[config.mk]
export PLATFORM = sky130hd
export DESIGN_NAME = mux_sel_sequencer
export DESIGN_NICKNAME = d
export VERILOG_FILES = /design/src/rtl/mux_sel_sequencer_pkg.sv /design/src/rtl/mux_sel_sequencer_mux_8x1.sv /design/src/rtl/mux_sel_sequencer.sv
export SDC_FILE = /design/constraint.sdc
export NUM_CORES = 1
export LEC_CHECK = 0
export CORE_MARGIN = 2
export CORE_UTILIZATION = 30
export CTS_CLUSTER_DIAMETER = 80
export CTS_CLUSTER_SIZE = 8
export DETAILED_ROUTE_END_ITERATION = 10
export SYNTH_ARGS = -nofsm -noshare
export SYNTH_HDL_FRONTEND = slang
export SYNTH_SLANG_ARGS = --single-unit
export TNS_END_PERCENT = 100
[constraint.sdc]
create_clock -name CLK -period 2.3 [get_ports CLK]
set_clock_uncertainty 0.1 [all_clocks]
set_input_delay 0.46 -clock CLK [delete_from_list [all_inputs] [get_ports CLK]]
set_output_delay 0.46 -clock CLK [all_outputs]
set_load 0.02 [all_outputs]
[src/rtl/mux_sel_sequencer_pkg.sv]
// rtl/mux_sel_sequencer_pkg.sv - shared state encoding and widths for the mux select sequencer
package mux_sel_sequencer_pkg;

    localparam int SEL_W  = 3;
    localparam int WORD_W = 8;

    typedef enum logic [1:0] {
        IDLE  = 2'd0,
        SHIFT = 2'd1,
        GAP   = 2'd2
    } seq_state_t;

endpackage

[src/rtl/mux_sel_sequencer_mux_8x1.sv]
// rtl/mux_sel_sequencer_mux_8x1.sv - 8:1 behavioural mux, output = I[{S0,S1,S2}]
module mux_8x1 (
    input  logic S0,
    input  logic S1,
    input  logic S2,
    input  logic I0,
    input  logic I1,
    input  logic I2,
    input  logic I3,
    input  logic I4,
    input  logic I5,
    input  logic I6,
    input  logic I7,
    output logic Y
);

    always_comb begin
        Y = 1'b0;
        case ({S0, S1, S2})
            3'd0: Y = I0;
            3'd1: Y = I1;
            3'd2: Y = I2;
            3'd3: Y = I3;
            3'd4: Y = I4;
            3'd5: Y = I5;
            3'd6: Y = I6;
            3'd7: Y = I7;
            default: Y = 1'b0;
        endcase
    end

endmodule

[src/rtl/mux_sel_sequencer.sv]
// rtl/mux_sel_sequencer.sv - loads a parallel word and walks the 8:1 mux select to serialize it
module mux_sel_sequencer
    import mux_sel_sequencer_pkg::*;
#(
    parameter bit          MSB_FIRST  = 1'b1,
    parameter int unsigned GAP_CYCLES = 0
) (
    input  logic              CLK,
    input  logic              RST,
    input  logic              LOAD_VALID,
    output logic              LOAD_READY,
    input  logic [WORD_W-1:0] DATA_IN,
    input  logic              SER_READY,
    output logic              SER_VALID,
    output logic              SER_LAST,
    output logic              S0,
    output logic              S1,
    output logic              S2,
    output logic [WORD_W-1:0] D_OUT,
    output logic              SER_OUT,
    output logic              DONE,
    output logic              BUSY
);

    localparam logic [SEL_W-1:0] START_IDX = MSB_FIRST ? 3'd7 : 3'd0;
    localparam logic [SEL_W-1:0] END_IDX   = MSB_FIRST ? 3'd0 : 3'd7;
    localparam logic [3:0]       GAP_LAST  = 4'(GAP_CYCLES - 1);
    localparam bit               B2B_OK    = (GAP_CYCLES == 0);

    seq_state_t       state;
    logic [SEL_W-1:0] sel;
    logic [3:0]       gap_cnt;
    logic             load_fire;
    logic             beat_fire;

    assign SER_VALID = (state == SHIFT);
    assign BUSY      = (state != IDLE);
    assign SER_LAST  = SER_VALID && (sel == END_IDX);
    assign {S0, S1, S2} = sel;

    // Back-to-back reload is only possible when no gap is configured.
    assign LOAD_READY = (state == IDLE) || (B2B_OK && SER_LAST && SER_READY);
    assign load_fire  = LOAD_VALID && LOAD_READY;
    assign beat_fire  = SER_VALID && SER_READY;

    always_ff @(posedge CLK) begin
        if (RST) begin
            state   <= IDLE;
            sel     <= '0;
            D_OUT   <= '0;
            gap_cnt <= '0;
            DONE    <= 1'b0;
        end else begin
            DONE <= 1'b0;
            case (state)
                IDLE: begin
                    if (load_fire) begin
                        D_OUT <= DATA_IN;
                        sel   <= START_IDX;
                        state <= SHIFT;
                    end
                end
                SHIFT: begin
                    if (beat_fire) begin
                        if (sel == END_IDX) begin
                            DONE <= 1'b1;
                            if (load_fire) begin
                                D_OUT <= DATA_IN;
                                sel   <= START_IDX;
                            end else if (GAP_CYCLES > 0) begin
                                gap_cnt <= '0;
                                state   <= GAP;
                            end else begin
                                state <= IDLE;
                            end
                        end else if (MSB_FIRST) begin
                            sel <= sel - 3'd1;
                        end else begin
                            sel <= sel + 3'd1;
                        end
                    end
                end
                GAP: begin
                    if (gap_cnt == GAP_LAST) begin
                        state <= IDLE;
                    end else begin
                        gap_cnt <= gap_cnt + 4'd1;
                    end
                end
                default: state <= IDLE;
            endcase
        end
    end

    mux_8x1 u_mux (
        .S0 (sel[2]),
        .S1 (sel[1]),
        .S2 (sel[0]),
        .I0 (D_OUT[0]),
        .I1 (D_OUT[1]),
        .I2 (D_OUT[2]),
        .I3 (D_OUT[3]),
        .I4 (D_OUT[4]),
        .I5 (D_OUT[5]),
        .I6 (D_OUT[6]),
        .I7 (D_OUT[7]),
        .Y  (SER_OUT)
    );

endmodule

Word level (Yosys, flattened, before mapping)
Index checks and enable logic that the tools add are counted.
Word-level totals
  ROM bits: 0
  input port bits: 12
  memories: 0
  flip-flop bits (word level): 18
  latch bits: 0
  bits in writable memories: 0
Operators by class
  mux-type cells: 16
  add/subtract/negate cells: 2
  equal/unequal tests: 15
  magnitude comparators: 0
  divide/modulo/power cells: 0
  $mul: 0
  bitwise operators: 3
  shifts and indexed selects: 0
  reduce and logical (&&, ||, !) cells: 14
Operators with widths (number)
  2-to-1 mux 8 bit: 3
  one-hot mux 8 bit (2 select lines): 1
  == test 3 bit (second input constant): 4
  2-to-1 mux 2 bit: 5
  2-to-1 mux 3 bit: 3
  one-hot mux 1 bit (8 select lines): 1
  == test 3 x 2 -> 1 bit (second input constant): 2
  != test 2 bit (second input constant): 3
  one-hot mux 2 bit (3 select lines): 1
  one-hot mux 3 bit (2 select lines): 1
  AND reduction 5 bit: 1
  adder 4 x 1 -> 4 bit (second input constant): 1
  == test 4 bit (second input constant): 1
  logical AND 1 bit: 4
  != test 2 x 1 -> 1 bit (second input constant): 2
  AND reduction 2 bit: 2
  nonzero test 2 bit: 2
  == test 3 x 1 -> 1 bit (second input constant): 1
  zero test 3 bit: 1
  inverter 1 bit: 3
  AND reduction 3 bit: 1
  OR reduction 3 bit: 1
  subtractor 3 x 1 -> 3 bit (second input constant): 1
  == test 2 x 1 -> 1 bit (second input constant): 1
  4 further kinds: 4

Logic depth before layout (Yosys ltp)
  depth in word-level cells: 9
  depth in mapped cells: 7
  gate-level depth less buffers: 6

By module
From an unflattened synthesis, not the netlist that was laid out.
Unflattened totals
  cell total of the unflattened synthesis: 75
  area total of the unflattened synthesis: 737.0 um^2
Modules (own cells, without submodules)
  mux_sel_sequencer: sequential area each 260.2 um^2, times used 1, cells each 72, area each 673.1 um^2
  mux_8x1: sequential area each 0.0 um^2, times used 1, cells each 3, area each 63.8 um^2

Worst setup path before layout
No wires, ideal clock.
  kind: register to output
  from: register sel[0]
  to: output port SER_OUT
  stages on the path, launching flop included: 6
  required time: 1.740 ns
  path slack: -0.238 ns
  arrival: 1.978 ns
  path buffers: 0
  path through: dfxtp_1 -> inv_1 -> ha_1 -> or4b_4 -> o2111a_1 -> a31oi_1
Between the ends
  cells in the longest elaborated chain, start to end: 2
  elaborated cells between the ends (all ways): 9
Ends and longest elaborated chain
  start: declaration: RTL line mux_sel_sequencer.sv:31  | logic [SEL_W-1:0] sel;
  start signal: assignment: RTL line mux_sel_sequencer.sv:77  | sel <= sel - 3'd1;
  start signal: assignment: RTL line mux_sel_sequencer.sv:79  | sel <= sel + 3'd1;
  == test 3 bit, or another cell as far along: RTL line mux_sel_sequencer_mux_8x1.sv:19  | case ({S0, S1, S2})
  one-hot mux 1 bit (8 select lines) (*): RTL line mux_sel_sequencer_mux_8x1.sv:19
  end: declaration: RTL line mux_sel_sequencer.sv:20  | output logic SER_OUT,
Every way passes the cells marked *; elsewhere a longest branch is shown, timed or not.

Final worst setup path
Same ends and word-level chain as after synthesis.

==> flow_summary.json <==
{
  "avgRoutedWirePerCell_um": 12.7,
  "diodes": 0,
  "hold_ws_ps": 404,
  "die_w_um": 52.7,
  "grt_pass1_vias": 667,
  "final_util": 0.497,
  "finalCritPeriodShare": 1.09,
  "cap_violations": 0,
  "grt_max_degree": 14,
  "syn_avg_cell_area_um2": 9.13,
  "pwr-share-seq": 0.411,
  "ctsHoldBuffers": 0,
  "die_area_um2": 2780,
  "finalHoldViolCount": 0,
  "power.net_switching_uw": 202,
  "grt_overflow": 0,
  "hold_start": "state[0]",
  "io_pins": 29,
  "outcome": "finished, violations left",
  "cts_tree": "done",
  "power_frac_comb": 0.358,
  "cts.sinks": 13,
  "min_path_type": "flip-flop to flip-flop",
  "relSlewSlack": 0.674,
  "setup_violations": 1,
  "yosys_warnings": 0,
  "num_rows": 17,
  "synth_nets": 95,
  "drc_errors": 0,
  "layout_common_cells": "clkdlybuf4s50_1, buf_4, dfxtp_1, nor2_1, mux2i_1",
  "clk_pin_slew_worst_paths_ps": 80,
  "synthesis.area_um2": 712,
  "worst-slew-pin-transition_ps": 487,
  "synthToLayoutAreaGrowth_pct": 55.9,
  "yosysUniqueCellTypes": 24,
  "timing.rr.start": "sel[1]",
  "clock.fmax_mhz": 398,
  "pwr_density_cell_nw_per_um2": 570,
  "drive_above_1_share": 0.241,
  "required_ps": 1740,
  "arrival_ps": 1950,
  "fin_crit_ps": 2510,
  "internal_power_uw": 431,
  "routed_wl_um": 1770,
  "seq_area_um2": 268,
  "synthCells": 78,
  "grt_pass1_wl_um": 2900,
  "numCtsBuffers": 3,
  "die_height_um": 52.7,
  "slew_viol_final": 0,
  "cp-start-kind": "flip-flop",
  "yosysSeqAreaShare": 0.366,
  "h-tree-depth": 1,
  "fill_cells": 222,
  "p_leak_nw": 0.457,
  "cp_max_fo": 4,
  "ys_ff_latch": 13,
  "final_common_cell": "clkdlybuf4s50_1",
  "worstSkewPairLatency_ps": 290,
  "power_frac_clock": 0.231,
  "setup_slack_ps": -214,
  "antenna_found_initial": 0,
  "vias": 666,
  "root_buffer": "clkbuf_4",
  "dp_hpwl_um": 1350,
  "critPathCaptureType": "primary output",
  "multi_input_area_um2": 384,
  "ant_nets": 0,
  "finalNetCount": 130,
  "ir_drop_v": 0.000355,
  "vias_per_cell": 4.76,
  "failed_checks": "setup timing",
  "dr.pass1.iters": 4,
  "p_sw_frac": 0.319,
  "port_buffers": 28,
  "initial_utilization": 0.319,
  "criticalPathCategory": "flip-flop to primary output",
  "gr-usage-all-layers": 0.151,
  "core-area_um2": 2230,
  "rsz0062_at_grt": "yes",
  "drtIter0Drc": 11,
  "startpoint": "sel[0]",
  "gp_congestion": 0.711,
  "cts_buffer_depth": 2
}
==> kinds of logic (layout without fill, tap and decap cells) <==
kind of cell	Yosys count	count (layout)	synth area share
simple gates	20	20	0.134
flops	13	13	0.366
mux	8	8	0.112
buf+inv	16	50	0.137
fa+ha+maj	5	5	0.0879
compound gates	16	16	0.163
==> final cells by class <==
class / count / share of cell area
well taps: 28 / 0.0316
clock buffers: 4 / 0.0237
multi-input cells: 49 / 0.346
repair buffers: 42 / 0.344
inverters: 4 / 0.0135
flip-flops and latches: 13 / 0.241
==> power by group through the flow <==
stage / sequential (mW) / combinational (mW) / clock [mW]
6_report: 0.260 / 0.226 / 0.146
3_3_place_gp: 0.263 / 0.223 / 0
5_1_grt: 0.263 / 0.245 / 0.156
2_1_floorplan: 0.270 / 0.116 / 0
3_5_place_dp: 0.264 / 0.226 / 0
4_1_cts: 0.261 / 0.228 / 0.151
==> cell usage after synthesis <==
master,number,area share
buf_4,10,0.11
a221oi_1,2,0.025
a21oi_1,4,0.028
o2111a_1,1,0.016
ha_1,5,0.088
nand2b_1,1,0.0088
nor4_1,1,0.0088
a21boi_0,1,0.011
nand3b_1,1,0.011
clkbuf_1,2,0.011
a41o_1,1,0.014
or4b_4,1,0.019
o21ai_0,2,0.014
inv_1,4,0.021
nor2_1,11,0.058
a31oi_1,1,0.0088
mux2i_1,8,0.11
a41oi_1,1,0.012
a222oi_1,1,0.014
o21a_1,1,0.011
dfxtp_1,13,0.37
a22oi_1,1,0.011
nand2_1,4,0.021
nand3_1,1,0.0070
==> worst paths after layout <==
check        endpoint  slack, ps  cells after the start
max           SER_OUT       -210                      6
min              DONE        400                      2
max reg2reg  D_OUT[1]        420                      9
min reg2reg      DONE        400                      2
==> stage by stage <==
step	total power, mW	setup slack [ps]	instances	area [um2]	TNS, ps
global route	0.664	-271	140	1110	-271
global placement	0.485	-379	136	1070	-379
finish	0.632	-214	140	1110	-214
floorplan	0.386	10.5	78	732	0
detailed placement	0.490	-412	136	1070	-412
CTS	0.640	-250	140	1110	-250
==> timing repair <==
action,in CTS,in global routing
pin swaps,3,1
setup buffers,0,0
resized for setup,13,4
endpoints found under the setup margin,3,3
==> worst max-delay path, stage by stage (launching register included) <==
cell	delay, ps
dfxtp_4	380
inv_2	40
ha_2	170
or4b_4	510
o2111a_1	280
a31oi_4	150
buf_6	130
==> layer usage <==
metal | up-vias | global-route usage | part of all wire
met1 | 302 | 0.165 | 0.44
met3 | 5 | 0.0371 | 0.045
met5 | - | 0 | 0
met2 | 19 | 0.248 | 0.49
met4 | 0 | 0.115 | 0.027
li1 | 340 | - | -
==> state kept, by name (all words and copies together), names as in the netlist <==
register  flops
D_OUT         8
DONE          1
state         1
sel           3
No activity file was read; power rests on OpenSTA's default activity.
